`src/rtl/frame_scan_ctrl.sv`:
```
// -----------------------------------------------------------------------------
// frame_scan_ctrl
//
// Frame sequencer that sits in front of the pixel pipeline
// (rgb2i -> sobel -> threshold -> flood x2 -> CC). It accepts a valid/ready
// pixel stream, drives one pipeline enable per accepted pixel together with
// the pixel's x/y position, and drains the line buffers with FLUSH_CYCLES
// zero-pixel enables after the last pixel. It marks which enables carry a real
// output pixel (out_valid with out_x/out_y) and pulses frame_done once the
// flush has completed.
//
// Handshake: in_ready is high exactly while the controller is in RUN. A pixel
// is accepted on a rising clk edge where in_valid & in_ready; in_data must be
// stable with in_valid and is not required to be held once accepted.
//
// Optional feature macro: SCAN_FRAME_COUNT_EN
//   defined   -> frame_count counts completed frames (wraps, reset-only clear)
//   undefined -> frame_count is tied to zero
//
// Ports
//   clk          in   1        clock, all logic on posedge
//   reset_n      in   1        synchronous active-low reset
//   start        in   1        begin one frame (honoured only in IDLE)
//   abort        in   1        cancel current frame
//   in_valid     in   1        input pixel valid
//   in_data      in   PIXEL_W  input pixel {B,G,R}
//   in_ready     out  1        controller accepts a pixel this cycle
//   pipe_en      out  1        pipeline enable (one enable = one pixel shift)
//   pipe_x       out  LOC_W    column of pipe_data
//   pipe_y       out  LOC_W    row of pipe_data
//   pipe_data    out  PIXEL_W  pixel into pipeline
//   out_valid    out  1        pipeline output on this enable is a real pixel
//   out_x        out  LOC_W    column of that output pixel
//   out_y        out  LOC_W    row of that output pixel
//   busy         out  1        controller is not idle
//   frame_done   out  1        one-cycle pulse after the flush completes
//   frame_count  out  16       completed frames (see macro above)
//   dbg_state    out  2        current FSM state (0 IDLE,1 RUN,2 FLUSH,3 DONE)
// -----------------------------------------------------------------------------
module frame_scan_ctrl #(
   parameter int FRAME_WIDTH  = 640,
   parameter int FRAME_HEIGHT = 480,
   parameter int LOC_W        = 11,
   parameter int PIXEL_W      = 24,
   parameter int FLUSH_CYCLES = 2576
) (
   input  logic               clk,
   input  logic               reset_n,
   input  logic               start,
   input  logic               abort,
   input  logic               in_valid,
   input  logic [PIXEL_W-1:0] in_data,
   output logic               in_ready,
   output logic               pipe_en,
   output logic [LOC_W-1:0]   pipe_x,
   output logic [LOC_W-1:0]   pipe_y,
   output logic [PIXEL_W-1:0] pipe_data,
   output logic               out_valid,
   output logic [LOC_W-1:0]   out_x,
   output logic [LOC_W-1:0]   out_y,
   output logic               busy,
   output logic               frame_done,
   output logic [15:0]        frame_count,
   output logic [1:0]         dbg_state
);

   localparam int CNT_W = $clog2(FLUSH_CYCLES + 1);
   localparam logic [CNT_W-1:0] FLUSH_N = CNT_W'(FLUSH_CYCLES);
   localparam logic [LOC_W-1:0] X_LAST  = LOC_W'(FRAME_WIDTH - 1);
   localparam logic [LOC_W-1:0] Y_LAST  = LOC_W'(FRAME_HEIGHT - 1);

   typedef enum logic [1:0] {
      S_IDLE  = 2'd0,
      S_RUN   = 2'd1,
      S_FLUSH = 2'd2,
      S_DONE  = 2'd3
   } state_t;

   state_t             r_state;
   logic [LOC_W-1:0]   r_x;
   logic [LOC_W-1:0]   r_y;
   logic [CNT_W-1:0]   r_en_cnt;     // enables issued this frame, saturating
   logic [CNT_W-1:0]   r_flush_cnt;  // flush enables issued so far
   logic               r_pipe_en;
   logic [LOC_W-1:0]   r_pipe_x;
   logic [LOC_W-1:0]   r_pipe_y;
   logic [PIXEL_W-1:0] r_pipe_data;
   logic               r_out_valid;
   logic [LOC_W-1:0]   r_out_x;
   logic [LOC_W-1:0]   r_out_y;
   logic               r_frame_done;

   logic w_accept;
   logic w_en_sat;
   logic w_abort;
   logic w_frame_end;

   assign w_accept    = in_valid & (r_state == S_RUN);
   // Once FLUSH_CYCLES enables have gone in, every further enable pushes a
   // real pixel out of the far end of the pipeline.
   assign w_en_sat    = (r_en_cnt == FLUSH_N);
   assign w_abort     = abort & (r_state != S_IDLE);
   // The cycle after the last flush enable: move to DONE and raise frame_done.
   assign w_frame_end = (r_state == S_FLUSH) & (r_flush_cnt == FLUSH_N) & ~abort;

   always_ff @(posedge clk) begin
      if (!reset_n) begin
         r_state      <= S_IDLE;
         r_x          <= '0;
         r_y          <= '0;
         r_en_cnt     <= '0;
         r_flush_cnt  <= '0;
         r_pipe_en    <= 1'b0;
         r_pipe_x     <= '0;
         r_pipe_y     <= '0;
         r_pipe_data  <= '0;
         r_out_valid  <= 1'b0;
         r_out_x      <= '0;
         r_out_y      <= '0;
         r_frame_done <= 1'b0;
      end else if (w_abort) begin
         // Abort wins over start and over a pixel accept in the same cycle.
         r_state      <= S_IDLE;
         r_x          <= '0;
         r_y          <= '0;
         r_en_cnt     <= '0;
         r_flush_cnt  <= '0;
         r_pipe_en    <= 1'b0;
         r_pipe_x     <= '0;
         r_pipe_y     <= '0;
         r_pipe_data  <= '0;
         r_out_valid  <= 1'b0;
         r_out_x      <= '0;
         r_out_y      <= '0;
         r_frame_done <= 1'b0;
      end else begin
         r_pipe_en    <= 1'b0;
         r_out_valid  <= 1'b0;
         r_frame_done <= 1'b0;

         // out_x/out_y name the pixel currently flagged by out_valid, so the
         // raster counter steps only after that pixel has been presented.
         if (r_out_valid) begin
            if (r_out_x == X_LAST) begin
               r_out_x <= '0;
               r_out_y <= (r_out_y == Y_LAST) ? '0 : r_out_y + LOC_W'(1);
            end else begin
               r_out_x <= r_out_x + LOC_W'(1);
            end
         end

         case (r_state)
            S_IDLE: begin
               if (start) begin
                  r_state     <= S_RUN;
                  r_x         <= '0;
                  r_y         <= '0;
                  r_out_x     <= '0;
                  r_out_y     <= '0;
                  r_en_cnt    <= '0;
                  r_flush_cnt <= '0;
               end
            end

            S_RUN: begin
               if (w_accept) begin
                  r_pipe_en   <= 1'b1;
                  r_pipe_data <= in_data;
                  r_pipe_x    <= r_x;
                  r_pipe_y    <= r_y;
                  r_out_valid <= w_en_sat;
                  if (!w_en_sat) begin
                     r_en_cnt <= r_en_cnt + CNT_W'(1);
                  end
                  if (r_x == X_LAST) begin
                     r_x <= '0;
                     r_y <= (r_y == Y_LAST) ? '0 : r_y + LOC_W'(1);
                     if (r_y == Y_LAST) begin
                        r_state     <= S_FLUSH;
                        r_flush_cnt <= '0;
                     end
                  end else begin
                     r_x <= r_x + LOC_W'(1);
                  end
               end
            end

            S_FLUSH: begin
               if (r_flush_cnt != FLUSH_N) begin
                  r_pipe_en   <= 1'b1;
                  r_pipe_data <= '0;
                  r_pipe_x    <= '0;
                  r_pipe_y    <= '0;
                  r_out_valid <= w_en_sat;
                  r_flush_cnt <= r_flush_cnt + CNT_W'(1);
                  if (!w_en_sat) begin
                     r_en_cnt <= r_en_cnt + CNT_W'(1);
                  end
               end else begin
                  r_state      <= S_DONE;
                  r_frame_done <= 1'b1;
               end
            end

            S_DONE: begin
               r_state <= S_IDLE;
            end

            default: begin
               r_state <= S_IDLE;
            end
         endcase
      end
   end

`ifdef SCAN_FRAME_COUNT_EN
   logic [15:0] r_frame_count;

   // Steps together with frame_done; only reset clears it.
   always_ff @(posedge clk) begin
      if (!reset_n) begin
         r_frame_count <= '0;
      end else if (w_frame_end) begin
         r_frame_count <= r_frame_count + 16'd1;
      end
   end

   assign frame_count = r_frame_count;
`else
   assign frame_count = 16'd0;
`endif

   assign in_ready   = (r_state == S_RUN);
   assign busy       = (r_state != S_IDLE);
   assign pipe_en    = r_pipe_en;
   assign pipe_x     = r_pipe_x;
   assign pipe_y     = r_pipe_y;
   assign pipe_data  = r_pipe_data;
   assign out_valid  = r_out_valid;
   assign out_x      = r_out_x;
   assign out_y      = r_out_y;
   assign frame_done = r_frame_done;
   assign dbg_state  = r_state;

endmodule

```
`config.mk`:
```
export PLATFORM = sky130hd
export DESIGN_NAME = frame_scan_ctrl
export DESIGN_NICKNAME = d
export VERILOG_FILES = /design/src/rtl/frame_scan_ctrl.sv
export SDC_FILE = /design/constraint.sdc
export NUM_CORES = 1
export LEC_CHECK = 0
export BUFFER_PORTS_ARGS = -buffer_cell sky130_fd_sc_hd__buf_4
export CORE_MARGIN = 10
export CORE_UTILIZATION = 40
export DETAILED_ROUTE_END_ITERATION = 6
export GPL_TIMING_DRIVEN = 0
export SLEW_MARGIN = 20
export SYNTH_ARGS = -nofsm -noshare
export SYNTH_HDL_FRONTEND = slang
export SYNTH_SLANG_ARGS = --single-unit
```
`constraint.sdc`:
```
create_clock -name clk -period 2.75 [get_ports clk]
set_clock_uncertainty 0.2 [all_clocks]
set_input_delay 0.275 -clock clk [delete_from_list [all_inputs] [get_ports clk]]
set_output_delay 0.275 -clock clk [all_outputs]
set_load 0.03 [all_outputs]
```
### Word level (Yosys, flattened, before mapping)

Index checks and enable logic that the tools add are counted.

| cells by class | value |
|---|---|
| equality and inequality tests | 15 |
| reductions and logical operators | 13 |
| add/subtract/negate cells | 6 |
| bitwise gates (word level) | 4 |
| multiplexer cells | 48 |

Operator list:

| operator | count |
|---|---|
| $mux 11 | 18 |
| $mux 12 | 8 |
| $pmux 11 s2 | 4 |
| $pmux 12 s3 | 2 |
| $mux 24 | 2 |
| $pmux 24 s2 | 1 |
| $add 11x1->11 const B | 4 |
| $add 12x1->12 const B | 2 |
| $eq 11x10->1 const B | 2 |
| $eq 11x9->1 const B | 2 |
| $eq 12x12->1 const B | 1 |
| $ne 12x12->1 const B | 1 |
| $mux 2 | 5 |
| $ne 2x1->1 const B | 4 |
| $pmux 2 s4 | 1 |
| $reduce_and 4->1 | 2 |
| $reduce_and 3->1 | 2 |
| $reduce_and 6->1 | 1 |
| $reduce_bool 2->1 | 3 |
| $mux 1 | 5 |
| $reduce_and 5->1 | 1 |
| $eq 2x2->1 const B | 2 |
| $ne 2x2->1 const B | 2 |
| $pmux 1 s2 | 2 |
| 7 further kinds | 9 |

| word-level totals | value |
|---|---|
| input bits | 29 |
| output and inout bits | 91 |
| flip-flop bits (word level) | 119 |
| logic and storage cells | 99 |

### Depth between registers and ports, before layout

Gate-level depths: netlist (run 1).

| depth | value |
|---|---|
| word-level depth | 6 |
| gate-level depth with buffers | 10 |
| depth with buffers taken out | 7 |

### Worst setup path after synthesis (run 1)

Ideal clock, no wire load.

| path | value |
|---|---|
| path type | flip-flop to flip-flop |
| start point | reg r_state[1] (netlist: dbg_state[1]) |
| end point | reg r_flush_cnt[10] |
| cell stages (with the launch flop) | 10 |
| data required time | 2.478 ns |
| path slack | -0.088 ns |
| arrival | 2.566 ns |
| library setup time | 0.072 ns |
| period minus slack after synthesis | 2.838 ns |
| cell sequence | dfxtp_1 > inv_1 > ha_1 > nor2b_1 > clkbuf_1 > nor3_1 > clkbuf_1 > nand2_1 > or4_1 > a21oi_1 |

| on the way | value |
|---|---|
| word-level cells in the longest chain between the ends | 4 |

RTL lines:

| item | RTL line | RTL |
|---|---|---|
| start: declaration | 79 | `state_t r_state;` |
| start signal: assignment | 108 | `r_state <= S_IDLE;` |
| start signal: assignment | 123 | `r_state <= S_IDLE;` |
| start signal: assignment | 155 | `r_state <= S_RUN;` |
| $eq 2x1->1 (*) | -- |  |
| via in_ready | 53 | `output logic in_ready,` |
| $and 1x1->1 | 98 | `assign w_accept = in_valid & (r_state == S_RUN);` |
| $ne 2x1->1 (no source line) | -- |  |
| $reduce_and 6->1 (no source line) | -- |  |
| end signal: assignment | 195 | `r_flush_cnt <= r_flush_cnt + CNT_W'(1);` |
| end: declaration | 83 | `logic [CNT_W-1:0] r_flush_cnt;` |

Mark *: on every way through the listed nets, which the timed path passes. The rest lies on a longest branch.
A chain may end at the register's enable or synchronous reset.

### Worst setup path after layout (run 1)

| path | value |
|---|---|
| start point | reg r_x[0] |
| end point | reg r_flush_cnt[9] |

| on the way | value |
|---|---|
| word-level cells in the longest chain between the ends | 3 |

RTL lines:

| item | RTL line | RTL |
|---|---|---|
| start: declaration | 80 | `logic [LOC_W-1:0] r_x;` |
| start signal: assignment | 183 | `r_x <= r_x + LOC_W'(1);` |
| $eq 11x10->1 | 175 | `if (r_x == X_LAST) begin` |
| $ne 2x1->1 (no source line) | -- |  |
| $reduce_and 6->1 (no source line) | -- |  |

No other way between the ends.

==> qor.yml, run 1 <==
status: "complete, no violations"
area_growth_pct: 38.1
hold_viol: 0
regArea_sq_mm: 0.00238
switching_power_mw: 2.66
fp.dieW_um: 135
antenna_found_initial: 1
maxSlewViolCount: 0
place.gp.congestion: 0.844
worst-setup-path-type: "flop to flop"
vias: 5028
synth_flop_cell: "dfxtp_1"
dp_hpwl_um: 10800
place_area_sq_mm: 0.00637
async_flop_share_pct: 0
final_area_sq_mm: 0.00734
path_cells: "ha_1 > nand2_1 > or4_1 > o21a_4 > clkbuf_1 > o31ai_1 > a21oi_1"
grt_first_pass_wirelength_um: 24400
holdWs_ns: 0.123
grt_overflow: 0
cp.arrival_ns: 2.70
synth.area.top_cells: "dfxtp_1 45%, nor2_1 7.2%, a22oi_1 6.6%"
multi_input_area_sq_mm: 0.00279
end_kind: "flop"
crit_required_ns: 2.82
drtPass1Iterations: 5
routed_wl_um: 15100
ant_nets: 0
fin_crit_sh_pct: 95.9
fin_tns_setup_ns: 0
synth-compound-area-share_pct: 15.2
clk_latency_ns: 0.42
fillCellCount: 1216
holdCritPathClass: "primary input to flop"
switching_share_pct: 39.0
drcViolationCount: 0
yosysWarnings: 0
rows: 42
synth_top_family_by_area: "simple AND/OR/NAND/NOR gates"
p_seq_share_pct: 29.3
ys_ff_latch: 119
synth-simple-area-share_pct: 25.6
relSlewSlack_pct: 52.1
cts_made_buffers: 17
vias_per_cell: 5.16
cts-root-buf: "clkbuf_16"
port_buffers: 103
internal_power_mw: 4.16
rsz0062_at_grt: "true"
clkPwrFrac_pct: 32.7
min_period_ns: 2.64
h-tree-depth: 4
cpMaxStageDelayCell: "or4_1"
cp_max_fo: 10
drv_cap: 0
setup_viol: 0
grtUsageTotal_pct: 16.3
grt_pass1_vias: 4933
synth-xor-area-share_pct: 5.94
synth_area_leader_cell: "dfxtp_1"
synth_edf_count: 0
final_util_pct: 55.8
die_area_sq_mm: 0.0183
drive_above_1_share_pct: 21.8
synth_fa_ha_area_share_pct: 2.83
cts_tree: "done"
io_pins: 120
wl_per_cell_um: 15.5
synthDistinctLibCells: 49
synth_common_cells: "119 x dfxtp_1, 102 x nor2_1, 47 x a22oi_1, 37 x nand2_1, 35 x nand3_1"
cts_sinks: 119
synth.avg_cell_area_sq_um: 8.61
core_area_sq_mm: 0.0131
combinationalPowerShare_pct: 37.9
muxShareOfSynthArea_pct: 0.566
cts_buffer_depth: 2
grt_max_degree: 17
power.density_mw_per_mm2: 929
synth_most_common_cell: "dfxtp_1"
first_iter_violations: 304
tightest_slew_ns: 0.712
netlist_instances: 617
leakagePower_nw: 2.87
startpoint_type: "flop"
yosysSeqAreaShare_pct: 44.9
initial_core_util_pct: 40.4
synth_top_area_share_pct: 44.9
syn_area_sq_mm: 0.00531
max-vdd-ir-drop_v: 0.000473
nets: 825
fmax_mhz: 379
dieHeight_um: 135
cp_slowest_stage_delay_ns: 0.57
cts.clk_slew.worst_paths_ns: 0.05
## area by class of cell
type,count,area share (%)
Buffer,39,3.07
Inverter,13,0.665
Tap cell,176,3.00
Multi-Input combinational cell,460,38.1
Antenna cell,1,0.0341
Timing Repair Buffer,134,14.6
Clock inverter,8,1.65
Clock buffer,24,6.43
Sequential cell,119,32.5
## final timing paths
path / slack, ns / endpoint / start / cells past startpoint
max: 0.11 / r_flush_cnt[9] / r_x[0] / 7
min: 0.12 / out_x[8] / start / 4
max reg2reg: 0.11 / r_flush_cnt[9] / r_x[0] / 7
min reg2reg: 0.28 / r_flush_cnt[11] / r_flush_cnt[11] / 2
## worst max-delay path, delay by kind of cell (launching register included)
kind	cells	cell delay [ns]
compound gates	3	0.70
simple gates	2	0.69
flops	1	0.40
buf+inv	1	0.25
fa+ha+maj	1	0.24
## registers in the layout, summed over array words and instances (netlist names)
name and flops:
dbg_state 2, frame_done 1, out_valid 1, out_x 11, out_y 11, pipe_data 24, pipe_en 1, pipe_x 11
pipe_y 11, r_en_cnt 12, r_flush_cnt 12, r_x 11, r_y 11
## cells in the final DEF (no fill, tap or decap), drive strengths merged, types with 4 or more instances in the layout
cell type	Yosys	final
nor4	7	7
or4	9	9
nand2	37	37
nor2	102	102
clkinv	0	4
a22oi	47	47
a21oi	31	31
and3	13	13
dfxtp	119	119
dlygate4sd3	0	25
conb	1	16
or3	9	9
clkbuf	22	44
o211ai	4	4
o21ai	17	17
xor2	23	23
xnor2	13	13
o31ai	7	7
buf	18	128
and2	7	7
nor2b	5	5
inv	13	13
nor3	17	17
nand4	18	18
nand3	35	35
ha	12	12
## per-layer routing
metal / wire length [um] / global-route usage (%)
met5: 0 / 0
met4: 317 / 7.00
met3: 838 / 5.30
met2: 7650 / 27.5
met1: 6280 / 18.4
## cell families after synthesis
group / after synthesis
compound gates: 119
xor+xnor: 36
fa+ha+maj: 12
simple gates: 274
mux: 3
other cells: 1
buf+inv: 53
flops: 119
## power groups by stage
stage          sequential (mW)  combinational, mW  clock [mW]
6_report                  2.00               2.59        2.23
5_1_grt                   2.02               2.82        2.35
4_1_cts                   2.00               2.55        2.28
3_5_place_dp              2.03               2.44           0
3_3_place_gp              2.03               2.39           0
2_1_floorplan             2.28               1.39           0
## metrics by stage
stage	total power [mW]	worst slack [ns]	cells
2_1_floorplan	3.67	0.0504	632
3_3_place_gp	4.42	-0.319	911
3_5_place_dp	4.47	-0.244	911
4_1_cts	6.83	0.0418	972
5_1_grt	7.19	-0.0307	974
6_report	6.82	0.113	974
## repair_timing
action / 4_1_cts / 5_1_grt
pin swaps: 1 / 2
endpoints found under the hold margin: 25 / 0
endpoints found under the setup margin: 69 / 84
resized for setup: 9 / 17
hold buffers: 25 / 0
buffers inserted: 4 / 2
No activity file was read; power rests on OpenSTA's default activity.
==> run 2: changes to the inputs <==
PLACE_DENSITY = 0.64   (was default)
==> qor.yml, run 2 (synthesized netlist as in run 1, its figures left out) <==
crit_required_ns: 2.84
port_buffers: 103
reg2regPathDepth: 7
dp_slack_ns: -0.200
worst-setup-path-type: "flop to flop"
clk_latency_ns: 0.42
routed_wl_um: 14900
largest_register_ffs: 24
endpoint: "dbg_state[0]"
fp.dieW_um: 135
nets: 821
rsz0062_at_grt: "false"
grt_first_pass_wirelength_um: 24500
min_path_cells: 3
reg2reg_slack_ns: 0.19
max-vdd-ir-drop_v: 0.000643
cp_max_fo: 10
wl_per_cell_um: 15.3
grt_max_degree: 17
cts.clk_slew.worst_paths_ns: 0.05
grtUsageTotal_pct: 16.2
maxSlewViolCount: 0
vias_per_cell: 5.22
fillCellCount: 1227
min_period_ns: 2.56
r2r_start: "r_x[0]"
r2r-end: "dbg_state[0]"
relSlewSlack_pct: 55.2
cts_made_buffers: 17
first_iter_violations: 300
drive_above_1_share_pct: 21.8
final_common_cell: "buf_4"
startpoint_type: "flop"
dp_hpwl_um: 10900
vias: 5051
grt_pass1_vias: 5052
place.gp.congestion: 0.870
antenna_cells: 0
fin_crit_sh_pct: 93.2
tightest_slew_ns: 0.665
final_cell_mix: "122 x buf_4, 118 x dfxtp_1, 102 x nor2_1"
crit_start: "r_x[0]"
cts_buffer_depth: 2
fmax_mhz: 390
rows: 42
holdCritPathClass: "primary input to flop"
setup_slack_ns: 0.186
area_growth_pct: 37.9
antenna_found_initial: 0
initial_core_util_pct: 40.4
core_area_sq_mm: 0.0131
drv_cap: 0
grt_overflow: 0
final_util_pct: 55.7
cts-root-buf: "clkbuf_16"
drtPass1Iterations: 5
cts_tree: "done"
status: "complete, no violations"
power.density_mw_per_mm2: 936
ant_nets: 0
die_area_sq_mm: 0.0183
leakagePower_nw: 2.87
io_pins: 120
cp.arrival_ns: 2.66
setup_viol: 0
hold_viol: 0
drcViolationCount: 0
end_kind: "flop"
h-tree-depth: 4
cts_sinks: 119
dieHeight_um: 135
==> run 2: metal layers <==
| layer | GRT usage (%) | vias to the layer above | part of all wire (%) |
|---|---|---|---|
| met5 | 0 | - | 0 |
| met4 | 7.83 | 0 | 2.6 |
| met3 | 4.71 | 26 | 5.9 |
| met2 | 27.8 | 133 | 51 |
| met1 | 18.1 | 2386 | 41 |
| li1 | - | 2506 | - |
==> run 2: power by group <==
part	internal (mW)	switching, mW	total [mW]
logic	0.786	1.77	2.56
registers	1.89	0.110	2.00
clock network	1.54	0.755	2.29
total	4.21	2.64	6.85
==> run 2: worst max-delay path, cell delays in order, from the launching register on <==
cell and delay, ns:
dfxtp_1 0.40, ha_1 0.24, nand2_1 0.13, or4_1 0.55
o21a_4 0.29, clkbuf_2 0.21, o41ai_1 0.36, a21oi_1 0.07
==> run 2: area by class of cell <==
class                           instances  area, sq um  share of cell area, %
Tap cell                              176          220                   3.01
Clock inverter                          7          116                   1.59
Inverter                               13         48.8                  0.667
Buffer                                 38          223                   3.04
Clock buffer                           24          502                   6.85
Multi-Input combinational cell        460         2780                   38.0
Sequential cell                       119         2380                   32.6
Timing Repair Buffer                  131         1050                   14.3
==> run 2: worst min-delay path by stage <==
stage	startpoint	slack (ns)	endpoint
2_1_floorplan	in_valid	0.22	pipe_en
3_3_place_gp	r_flush_cnt[11]	0.27	r_flush_cnt[11]
3_5_place_dp	r_flush_cnt[11]	0.28	r_flush_cnt[11]
4_1_cts	reset_n	0.16	out_x[0]
5_1_grt	reset_n	0.21	out_x[0]
6_report	reset_n	0.16	out_x[0]
==> run 2: what timing repair did <==
item / CTS / global route
hold buffers: 25 / 0
cloned: 0 / 0
pin swaps: 1 / 1
endpoints found under the hold margin: 25 / 0
buffers inserted: 3 / 0
resized for setup: 7 / 22
endpoints found under the setup margin: 66 / 84
==> run 2: metrics by stage <==
step	TNS [ns]	hold slack, ns	instance area [sq um]	power (mW)	std cells
2_1_floorplan	0	0.224	5370	3.67	632
3_3_place_gp	-15.22	0.266	6360	4.41	911
3_5_place_dp	-8.97	0.277	6370	4.46	911
4_1_cts	0	0.161	7290	6.86	970
5_1_grt	0	0.206	7320	7.24	968
6_report	0	0.159	7320	6.85	968
==> run 3: changes to the inputs <==
RECOVER_POWER = 50   (was default)
==> qor.yml, run 3 (synthesized netlist as in run 1, its figures left out) <==
end_kind: "flop"
nets: 821
cts_tree: "done"
worst-setup-path-type: "flop to flop"
fmax_mhz: 391
area_growth_pct: 32.6
first_iter_violations: 323
holdWs_ns: 0.160
final_util_pct: 53.6
initial_core_util_pct: 40.4
fillCellCount: 1286
antenna_found_initial: 0
grt_max_degree: 17
cts.clk_slew.worst_paths_ns: 0.05
clk_latency_ns: 0.42
min_period_ns: 2.56
power.density_mw_per_mm2: 955
drtPass1Iterations: 5
vias_per_cell: 5.22
status: "complete, no violations"
h-tree-depth: 4
fp.dieW_um: 135
cp_max_fo: 10
hold_viol: 0
grt_overflow: 0
rsz0062_at_grt: "false"
die_area_sq_mm: 0.0183
final_cell_mix: "118 x dfxtp_1, 102 x nor2_1, 88 x clkbuf_1"
dieHeight_um: 135
routed_wl_um: 14800
dp_slack_ns: -0.200
leakagePower_nw: 2.55
wl_per_cell_um: 15.3
rows: 42
io_pins: 120
fin_crit_sh_pct: 93.0
final_common_cell: "dfxtp_1"
holdCritPathClass: "primary input to flop"
antenna_cells: 0
tightest_slew_ns: 0.647
largest_register_ffs: 24
drv_cap: 0
grt_first_pass_wirelength_um: 24500
setup_slack_ns: 0.193
vias: 5051
port_buffers: 103
grt_pass1_vias: 5052
startpoint_type: "flop"
dp_hpwl_um: 10900
grtUsageTotal_pct: 16.2
cts_sinks: 119
max-vdd-ir-drop_v: 0.000641
place.gp.congestion: 0.870
cts_made_buffers: 17
crit_required_ns: 2.84
ant_nets: 0
drive_above_1_share_pct: 12.4
cts_buffer_depth: 2
core_area_sq_mm: 0.0131
maxSlewViolCount: 0
reg2reg_slack_ns: 0.19
cp.arrival_ns: 2.65
relSlewSlack_pct: 56.5
drcViolationCount: 0
setup_viol: 0
cts-root-buf: "clkbuf_16"
[run 3: report_power, final]
part	switching (mW)	internal (mW)	leakage (nW)	total, mW
sequential	0.108	1.89	0.961	2.00
clock	0.753	1.54	0.302	2.29
combinational	1.77	0.663	1.29	2.44
[run 3: path summary, 6_finish.rpt]
path | start | to | cells after the start
worst max-delay path | r_x[0] | dbg_state[0] | 7
worst min-delay path | reset_n | out_x[0] | 3
worst max register to register | r_x[0] | dbg_state[0] | 7
worst min register to register | r_flush_cnt[11] | r_flush_cnt[11] | 2
[run 3: metal layers]
layer | GRT usage (%) | part of all wire (%) | vias up
met5 | 0 | 0 | -
met4 | 7.83 | 2.5 | 0
met3 | 4.71 | 5.8 | 26
met2 | 27.8 | 51 | 128
met1 | 18.1 | 41 | 2386
li1 | - | - | 2511
[run 3: stage by stage]
step / setup TNS, ns / cell area, sq um / power (mW) / std cells
after floorplan: 0 / 5370 / 3.67 / 632
after global placement: -15.22 / 6360 / 4.41 / 911
after detailed placement: -8.97 / 6370 / 4.46 / 911
after CTS: 0 / 7290 / 6.86 / 970
after global routing: 0 / 7040 / 7.11 / 968
final: 0 / 7040 / 6.73 / 968
[run 3: timing repair]
item                       in CTS  in global routing
buffers inserted                3                  0
hold endpoints to repair       25                  0
gates resized for setup         7                 22
pin swaps                       1                  1
hold buffers                   25                  0
setup endpoints to repair      66                 84
[run 3: critical path, cell delays in order (launching register included)]
cell	delay, ns
dfxtp_1	0.40
ha_1	0.24
nand2_1	0.13
or4_1	0.55
o21a_4	0.29
clkbuf_2	0.21
o41ai_1	0.35
a21oi_1	0.07
[run 3: area by class of cell]
| class | instances | area [sq um] | area share [%] |
|---|---|---|---|
| Clock inverter | 7 | 116 | 1.65 |
| Buffer | 38 | 223 | 3.16 |
| Timing Repair Buffer | 131 | 764 | 10.9 |
| Tap cell | 176 | 220 | 3.13 |
| Inverter | 13 | 48.8 | 0.693 |
| Sequential cell | 119 | 2380 | 33.9 |
| Clock buffer | 24 | 502 | 7.13 |
| Multi-Input combinational cell | 460 | 2780 | 39.5 |
